$ cat src/rtl/iter_shift_unit.sv
// Multi-cycle shift/rotate engine: accepts an operand and count under a
// start/done handshake, then shifts up to STEP bit positions per clock.
module iter_shift_unit #(
    parameter int WIDTH = 32,
    parameter int STEP  = 1,
    parameter int AMT_W = $clog2(WIDTH)
) (
    input  logic               clock,
    input  logic               clear,
    input  logic               start,
    input  logic [2:0]         op,
    input  logic [WIDTH-1:0]   data_in,
    input  logic [AMT_W-1:0]   amount,
    output logic               ready,
    output logic               busy,
    output logic               done,
    output logic [WIDTH-1:0]   result
);

    typedef enum logic [1:0] {
        ST_IDLE  = 2'b00,
        ST_SHIFT = 2'b01,
        ST_DONE  = 2'b10
    } state_t;

    localparam logic [2:0]   OP_SHR  = 3'b000;
    localparam logic [2:0]   OP_SHRA = 3'b001;
    localparam logic [2:0]   OP_SHL  = 3'b010;
    localparam logic [2:0]   OP_ROR  = 3'b011;
    localparam logic [2:0]   OP_ROL  = 3'b100;
    localparam logic [AMT_W:0] STEP_C = (AMT_W+1)'(STEP);

    state_t              state_r;
    state_t              state_s;
    logic [WIDTH-1:0]    result_r;
    logic [WIDTH-1:0]    result_s;
    logic [AMT_W-1:0]    count_r;
    logic [AMT_W-1:0]    count_s;
    logic [2:0]          op_r;
    logic [2:0]          op_s;
    logic                sign_r;
    logic                sign_s;
    logic                ready_r;
    logic                busy_r;
    logic                done_r;
    logic [AMT_W:0]      count_ext_s;
    logic [AMT_W:0]      k_s;

    // Shift val by k (0 < k < WIDTH) according to op; SHRA fills with the
    // sign captured at accept time, rotates keep every bit.
    function automatic logic [WIDTH-1:0] shift_step(
        input logic [2:0]       op_f,
        input logic [WIDTH-1:0] val,
        input logic             sign,
        input logic [AMT_W:0]   k
    );
        logic [WIDTH-1:0] res;
        case (op_f)
            OP_SHR:  res = val >> k;
            OP_SHRA: res = WIDTH'($signed({sign, val}) >>> k);
            OP_SHL:  res = val << k;
            OP_ROR:  res = WIDTH'({val, val} >> k);
            OP_ROL:  res = WIDTH'(({val, val} << k) >> WIDTH);
            default: res = val;
        endcase
        return res;
    endfunction

    function automatic logic is_pass(input logic [2:0] op_f);
        return (op_f >= 3'b101);
    endfunction

    // Step size for this cycle: the remaining count, capped at STEP.
    always_comb begin
        count_ext_s = {1'b0, count_r};
        if (count_ext_s < STEP_C) begin
            k_s = count_ext_s;
        end else begin
            k_s = STEP_C;
        end
    end

    // Next-state and datapath update for the handshake/iteration FSM.
    always_comb begin
        state_s  = state_r;
        result_s = result_r;
        count_s  = count_r;
        op_s     = op_r;
        sign_s   = sign_r;
        case (state_r)
            ST_IDLE, ST_DONE: begin
                if (start) begin
                    op_s     = op;
                    result_s = data_in;
                    count_s  = amount;
                    sign_s   = data_in[WIDTH-1];
                    if (is_pass(op) || (amount == {AMT_W{1'b0}})) begin
                        state_s = ST_DONE;
                    end else begin
                        state_s = ST_SHIFT;
                    end
                end else begin
                    state_s = ST_IDLE;
                end
            end
            ST_SHIFT: begin
                result_s = shift_step(op_r, result_r, sign_r, k_s);
                count_s  = count_r - k_s[AMT_W-1:0];
                if (count_s == {AMT_W{1'b0}}) begin
                    state_s = ST_DONE;
                end else begin
                    state_s = ST_SHIFT;
                end
            end
            default: begin
                state_s  = ST_IDLE;
                result_s = {WIDTH{1'b0}};
                count_s  = {AMT_W{1'b0}};
            end
        endcase
    end

    // State, datapath and registered status flags; clear wipes everything.
    always_ff @(posedge clock or posedge clear) begin
        if (clear) begin
            state_r  <= ST_IDLE;
            result_r <= {WIDTH{1'b0}};
            count_r  <= {AMT_W{1'b0}};
            op_r     <= 3'b000;
            sign_r   <= 1'b0;
            ready_r  <= 1'b1;
            busy_r   <= 1'b0;
            done_r   <= 1'b0;
        end else begin
            state_r  <= state_s;
            result_r <= result_s;
            count_r  <= count_s;
            op_r     <= op_s;
            sign_r   <= sign_s;
            ready_r  <= (state_s != ST_SHIFT);
            busy_r   <= (state_s == ST_SHIFT);
            done_r   <= (state_s == ST_DONE);
        end
    end

    assign ready  = ready_r;
    assign busy   = busy_r;
    assign done   = done_r;
    assign result = result_r;

endmodule

$ cat config.mk
export PLATFORM = sky130hd
export DESIGN_NAME = iter_shift_unit
export DESIGN_NICKNAME = d
export VERILOG_FILES = /design/src/rtl/iter_shift_unit.sv
export SDC_FILE = /design/constraint.sdc
export NUM_CORES = 1
export LEC_CHECK = 0
export CAP_MARGIN = 40
export CORE_ASPECT_RATIO = 0.9
export CORE_MARGIN = 2
export CORE_UTILIZATION = 46
export CTS_CLUSTER_SIZE = 14
export DETAILED_ROUTE_END_ITERATION = 7
export PLACE_DENSITY = 0.81
export SYNTH_ARGS = -nofsm -noshare
export SYNTH_HDL_FRONTEND = slang
export SYNTH_SLANG_ARGS = --single-unit
$ cat constraint.sdc
create_clock -name clock -period 1.8 [get_ports clock]
set_input_delay 0.36 -clock clock [delete_from_list [all_inputs] [get_ports clock]]
set_output_delay 0.36 -clock clock [all_outputs]
set_load 0.005 [all_outputs]
==> impl_metrics.json, run 1 <==
{
  "start_kind": "flip-flop",
  "synth_most_common_cell": "nor3b_1",
  "stdcell_count": 517,
  "critical_path.endpoint_type": "flip-flop",
  "std_cell_rows": 29,
  "worst_path_max_delay_cell": "or4_4",
  "wl_per_cell_um": 17.9,
  "fp.dieH_um": 84.3,
  "placed_area_um2": 4350,
  "fin_crit_ns": 1.94,
  "htreeDepth": 2,
  "ys_seq_area_share_pct": 35.0,
  "yosys.area.top_type": "dfrtp_1",
  "coreArea_um2": 7000,
  "firstDrtPassIters": 4,
  "antenna_found_initial": 0,
  "cp.buffers_inverters": 2,
  "drc_errors": 0,
  "netlist_top_cells_count": "nor3b_1, dfrtp_1, nor2_1",
  "violations": "setup timing",
  "grt_max_degree": 47,
  "grt_pass1_vias": 2896,
  "clock-root-buffer": "clkbuf_8",
  "avgViaCountPerCell": 5.90,
  "die_w_um": 93.2,
  "fin_skew_ns": 0.0118,
  "gp_congestion": 0.883,
  "maxSlewHeadroom_pct": 71.3,
  "cap_violations": 0,
  "cts_sinks": 46,
  "ctsHoldBuffers": 0,
  "hold_path.class": "in2async",
  "clk_latency_ns": 0.31,
  "nets": 468,
  "post-place-cells": 502,
  "run_status": "finished, violations left",
  "overflow": 0,
  "antenna_left": 0,
  "syn_to_final_growth_pct": 38.6,
  "synth_cells": 331,
  "grt_pass1_wl_um": 14800,
  "netlist_area_um2": 3300,
  "critPathKind": "reg2reg",
  "postSynthAreaPerCell_um2": 9.96,
  "ir_drop_uv": 984,
  "final_hold_viol_count": 0,
  "critical_path.top_delay_family": "simple AND/OR/NAND/NOR gates",
  "synth_fp_nets": 376,
  "clkTransAtPathRegs_ns": 0.10,
  "cp_data_arrival_time_ns": 2.16,
  "dr_total_vias": 3050,
  "setup-violations-final": 38,
  "p_leak_nw": 1.75,
  "drv_slew": 0,
  "max_stage_delay_ns": 0.56,
  "cts_buffer_depth": 2,
  "ys.warnings.count": 0,
  "ys_ff_latch": 46,
  "tritoncts": "done",
  "final_cell_area_um2": 4570,
  "drive_gt1_share_pct": 30.7,
  "crit_fanout": 8,
  "finalWorstSetupSlack_ns": -0.138,
  "rsz0062_at_grt": "yes",
  "start_util_pct": 47.1,
  "synth_edf_count": 0,
  "total_power_mw": 9.77,
  "synth_top_area_share_pct": 34.2,
  "dp_hpwl_um": 6200,
  "antenna_cells": 0,
  "power.density_nw_per_um2": 2140,
  "yosysUniqueCellTypes": 40,
  "synthTopCellsByArea": "dfrtp_1, nor3b_1, a211oi_2",
  "fillers": 537,
  "ios": 78,
  "period_share_pct": 108,
  "tightest_slew_ns": 0.429,
  "path_cells": "or4_4 -> buf_4 -> nor2_8 -> clkbuf_16 -> a211oi_2 -> o31ai_2",
  "cts-buffers-inserted": 5,
  "max_freq_mhz": 516,
  "cp.required_ns": 2.02,
  "async_flop_share_pct": 100,
  "port-buffer-count": 77,
  "synth_top_flop_cell": "dfrtp_1",
  "wl_um": 9270,
  "dieArea_um2": 7860,
  "drt_iter0_markers": 195,
  "track_usage_pct": 23.4
}
==> where the power goes <==
| part | switching (mW) | leakage [nW] | total, mW | internal [mW] |
|---|---|---|---|---|
| combinational | 3.32 | 1.12 | 6.69 | 3.36 |
| sequential | 0.711 | 0.564 | 2.28 | 1.57 |
| clock | 0.390 | 0.0585 | 0.807 | 0.417 |
==> layout make-up <==
class,count,area [um^2],share of cell area (%)
Clock buffer,5,68.8,1.51
Clock inverter,3,43.8,0.959
Sequential cell,46,1150,25.2
Multi-Input combinational cell,247,1990,43.6
Inverter,6,25.0,0.548
Timing Repair Buffer,117,1170,25.6
Tap cell,93,116,2.55
==> worst register-to-register path, stage by stage (launching register included) <==
cell	delay, ns
dfrtp_1	0.39
or4_4	0.56
buf_4	0.19
nor2_8	0.22
clkbuf_16	0.21
a211oi_2	0.05
o31ai_2	0.22
==> final timing paths <==
check	endpoint	depth (start not counted)	slack [ns]	start
max	result[2]	6	-0.14	count_r[4]
min	count_r[2]	3	0.39	clear
max reg2reg	result[2]	6	-0.14	count_r[4]
min reg2reg	state_r[1]	1	0.51	state_r[1]
max in group asynchronous	ready	3	1.14	clear
min in group clock	state_r[1]	1	0.51	state_r[1]
==> stage by stage <==
stage / hold WS [ns] / worst slack (ns) / utilization (%) / TNS [ns]
CTS: 0.409 / -0.109 / 64.3 / -0.946
global placement: 0.463 / -0.155 / 62.1 / -0.379
floorplan: 0.449 / -0.0699 / - / -0.141
finish: 0.394 / -0.138 / 65.2 / -3.17
global route: 0.440 / -0.199 / 65.2 / -5.67
detailed placement: 0.478 / -0.229 / 62.1 / -1.84
==> routing by layer <==
layer  track usage (%)  share of wire, %
met5                 0                 0
met4              5.61               1.2
met2              37.9                47
met3              3.68               7.1
met1              33.0                44
==> layout by cell type, fill, tap and decap left out, types with 3 or more instances in the layout <==
cell / synthesis / layout
nor3b_1: 61 / 60
inv_1: 6 / 4
buf_4: 3 / 33
clkdlybuf4s50_1: 0 / 77
dfrtp_1: 45 / 45
mux2i_1: 3 / 3
a221o_1: 3 / 3
and2_1: 3 / 3
a211oi_2: 30 / 30
o31ai_2: 30 / 30
nand2_1: 6 / 5
o21ai_0: 10 / 8
buf_12: 3 / 5
nor2_1: 36 / 34
o21ai_1: 3 / 5
a21oi_1: 31 / 31
clkbuf_8: 0 / 5
==> sequential cells by signal, indices dropped and copies added, names as in the netlist <==
| register | cells |
|---|---|
| done | 1 |
| sign_r | 1 |
| count_r | 5 |
| state_r | 2 |
| op_r | 3 |
| result | 32 |
| ready | 1 |
| busy | 1 |
==> timing repair <==
item,in CTS,in global routing
gates cloned,1,2
endpoints found under the setup margin,36,39
buffers inserted,3,1
pin swaps,4,10
resized for setup,3,4
==> cell families after synthesis <==
kind of cell               count (synthesis)  synth area share, %
DFF                                       46                 35.0
buffers and inverters                     39                 7.02
adders and majority gates                  2                0.759
xor gates and xnor gates                   2                0.531
and+or+nand+nor                          121                 22.8
AOI/OAI and AO/OA                        116                 32.4
muxes                                      5                 1.59
Power figures use the tool's default switching activity.
==> run 2: changes to the inputs <==
--- a/config.mk
+++ b/config.mk
@@ -12,6 +12,7 @@
 export CTS_CLUSTER_SIZE = 14
 export DETAILED_ROUTE_END_ITERATION = 7
 export PLACE_DENSITY = 0.81
+export SLEW_MARGIN = 40
 export SYNTH_ARGS = -nofsm -noshare
 export SYNTH_HDL_FRONTEND = slang
 export SYNTH_SLANG_ARGS = --single-unit
==> results of run 2 <==
Final layout, timing and power as in run 1 (identical DEF).
==> run 3: changes to the inputs <==
--- a/config.mk
+++ b/config.mk
@@ -11,8 +11,9 @@
 export CORE_UTILIZATION = 46
 export CTS_CLUSTER_SIZE = 14
 export DETAILED_ROUTE_END_ITERATION = 7
-export PLACE_DENSITY = 0.81
-export SLEW_MARGIN = 40
+export PLACE_DENSITY = 0.88
+export SLEW_MARGIN = 0
 export SYNTH_ARGS = -nofsm -noshare
 export SYNTH_HDL_FRONTEND = slang
 export SYNTH_SLANG_ARGS = --single-unit
+export TNS_END_PERCENT = 30
==> impl_metrics.json, run 3 (synthesis results as in run 1) <==
{
  "violations": "setup timing",
  "ios": 78,
  "crit_fanout": 5,
  "clk_latency_ns": 0.30,
  "cts-buffers-inserted": 5,
  "drc_errors": 0,
  "worst_path_max_delay_cell": "or4_4",
  "final_hold_viol_count": 0,
  "top_layer": "met4",
  "rsz0062_at_grt": "yes",
  "firstDrtPassIters": 4,
  "drive_gt1_share_pct": 30.3,
  "drt_iter0_markers": 240,
  "fp.dieH_um": 84.3,
  "cts_buffer_depth": 2,
  "std_cell_rows": 29,
  "antenna_left": 0,
  "critPathKind": "reg2reg",
  "critical_path.endpoint_type": "flip-flop",
  "overflow": 0,
  "fillers": 552,
  "gp_congestion": 0.885,
  "syn_to_final_growth_pct": 38.7,
  "setup-violations-final": 36,
  "grt_max_degree": 35,
  "pre_cts_slack_ns": -0.179,
  "wl_met1_um": 4260,
  "placed_area_um2": 4400,
  "tritoncts": "done",
  "track_usage_pct": 24.0,
  "antenna_cells": 0,
  "start_util_pct": 47.1,
  "fin_crit_ns": 1.90,
  "drv_slew": 0,
  "ir_drop_uv": 968,
  "cp.required_ns": 2.00,
  "p_leak_nw": 1.75,
  "cts_sinks": 46,
  "seq_area_um2": 1150,
  "clkTransAtPathRegs_ns": 0.09,
  "grt_pass1_vias": 3026,
  "dp_hpwl_um": 6250,
  "nets": 470,
  "wl_um": 9330,
  "cap_violations": 0,
  "stdcell_count": 519,
  "dieArea_um2": 7860,
  "htreeDepth": 2,
  "die_w_um": 93.2,
  "final_cell_area_um2": 4570,
  "avgViaCountPerCell": 5.96,
  "startpoint": "count_r[4]",
  "run_status": "finished, violations left",
  "path_cells": "or4_4 -> nand2b_4 -> ha_4 -> nor2b_1 -> nand4_1 -> and2_1",
  "layout_commonest_cell": "clkdlybuf4s50_1",
  "finalWorstSetupSlack_ns": -0.102,
  "start_kind": "flip-flop",
  "dr_total_vias": 3091,
  "multi_input_area_um2": 1990,
  "power.density_nw_per_um2": 2120,
  "hold_path.class": "in2async",
  "grt_pass1_wl_um": 15200,
  "maxSlewHeadroom_pct": 67.7,
  "ctsHoldBuffers": 0,
  "wl_met3_um": 504,
  "largest_reg_flops": 32,
  "wl_per_cell_um": 18.0,
  "routed-wl-met2_um": 4370,
  "final_cell_mix": "clkdlybuf4s50_1, nor3b_1, dfrtp_1, nor2_1, buf_4",
  "fin_skew_ns": 0.00331,
  "max_stage_delay_ns": 0.56,
  "clock-root-buffer": "clkbuf_8",
  "r2r_start": "count_r[4]",
  "period_share_pct": 106,
  "tightest_slew_ns": 0.483,
  "coreArea_um2": 7000,
  "max_freq_mhz": 526,
  "port-buffer-count": 77,
  "antenna_found_initial": 0,
  "post-place-cells": 506,
  "total_power_mw": 9.68,
  "cp_data_arrival_time_ns": 2.10
}
[run 3: worst paths after layout]
path	end	cells past startpoint	slack, ns
setup / recovery	state_r[0]	6	-0.10
hold / removal	result[12]	2	0.40
setup reg to reg	state_r[0]	6	-0.10
hold reg to reg	sign_r	1	0.49
max in group asynchronous	result[8]	3	0.93
min in group clock	sign_r	1	0.49
[run 3: stage by stage]
step	TNS, ns	util [%]	hold WS, ns
6_report	-1.20	65.3	0.400
5_1_grt	-4.15	65.3	0.456
4_1_cts	-1.55	64.4	0.417
3_5_place_dp	-3.82	62.8	0.472
3_3_place_gp	-2.63	62.8	0.467
2_1_floorplan	-0.131	-	0.449
[run 3: power by group]
part	leakage, nW	switching, mW	internal [mW]
Clock	0.0482	0.359	0.311
Combinational	1.14	3.36	3.39
Sequential	0.564	0.687	1.57
[run 3: final cells by class]
class,instances,area share (%)
clock inverters,1,0.109
multi-input cells,247,43.6
repair buffers,119,26.1
flip-flops and latches,46,25.2
well taps,93,2.54
clock buffers,7,1.89
inverters,6,0.547
[run 3: worst max-delay path: cells and delay by family (launching register included)]
family | cells | cell delay (ns)
AND/OR/NAND/NOR | 5 | 1.20
adder cells (fa/ha/maj) | 1 | 0.21
flip-flops | 1 | 0.38
[run 3: repair_timing]
| action | in CTS | in global routing |
|---|---|---|
| pin swaps | 2 | 6 |
| setup buffers | 2 | 1 |
| setup endpoints to repair | 35 | 39 |
| gates cloned | 0 | 2 |
| gates resized for setup | 1 | 6 |
[run 3: per-layer routing]
metal | GRT usage, % | up-vias
li1 | - | 1421
met2 | 36.9 | 123
met1 | 34.1 | 1527
met4 | 8.29 | 0
met3 | 4.13 | 20
met5 | 0 | -
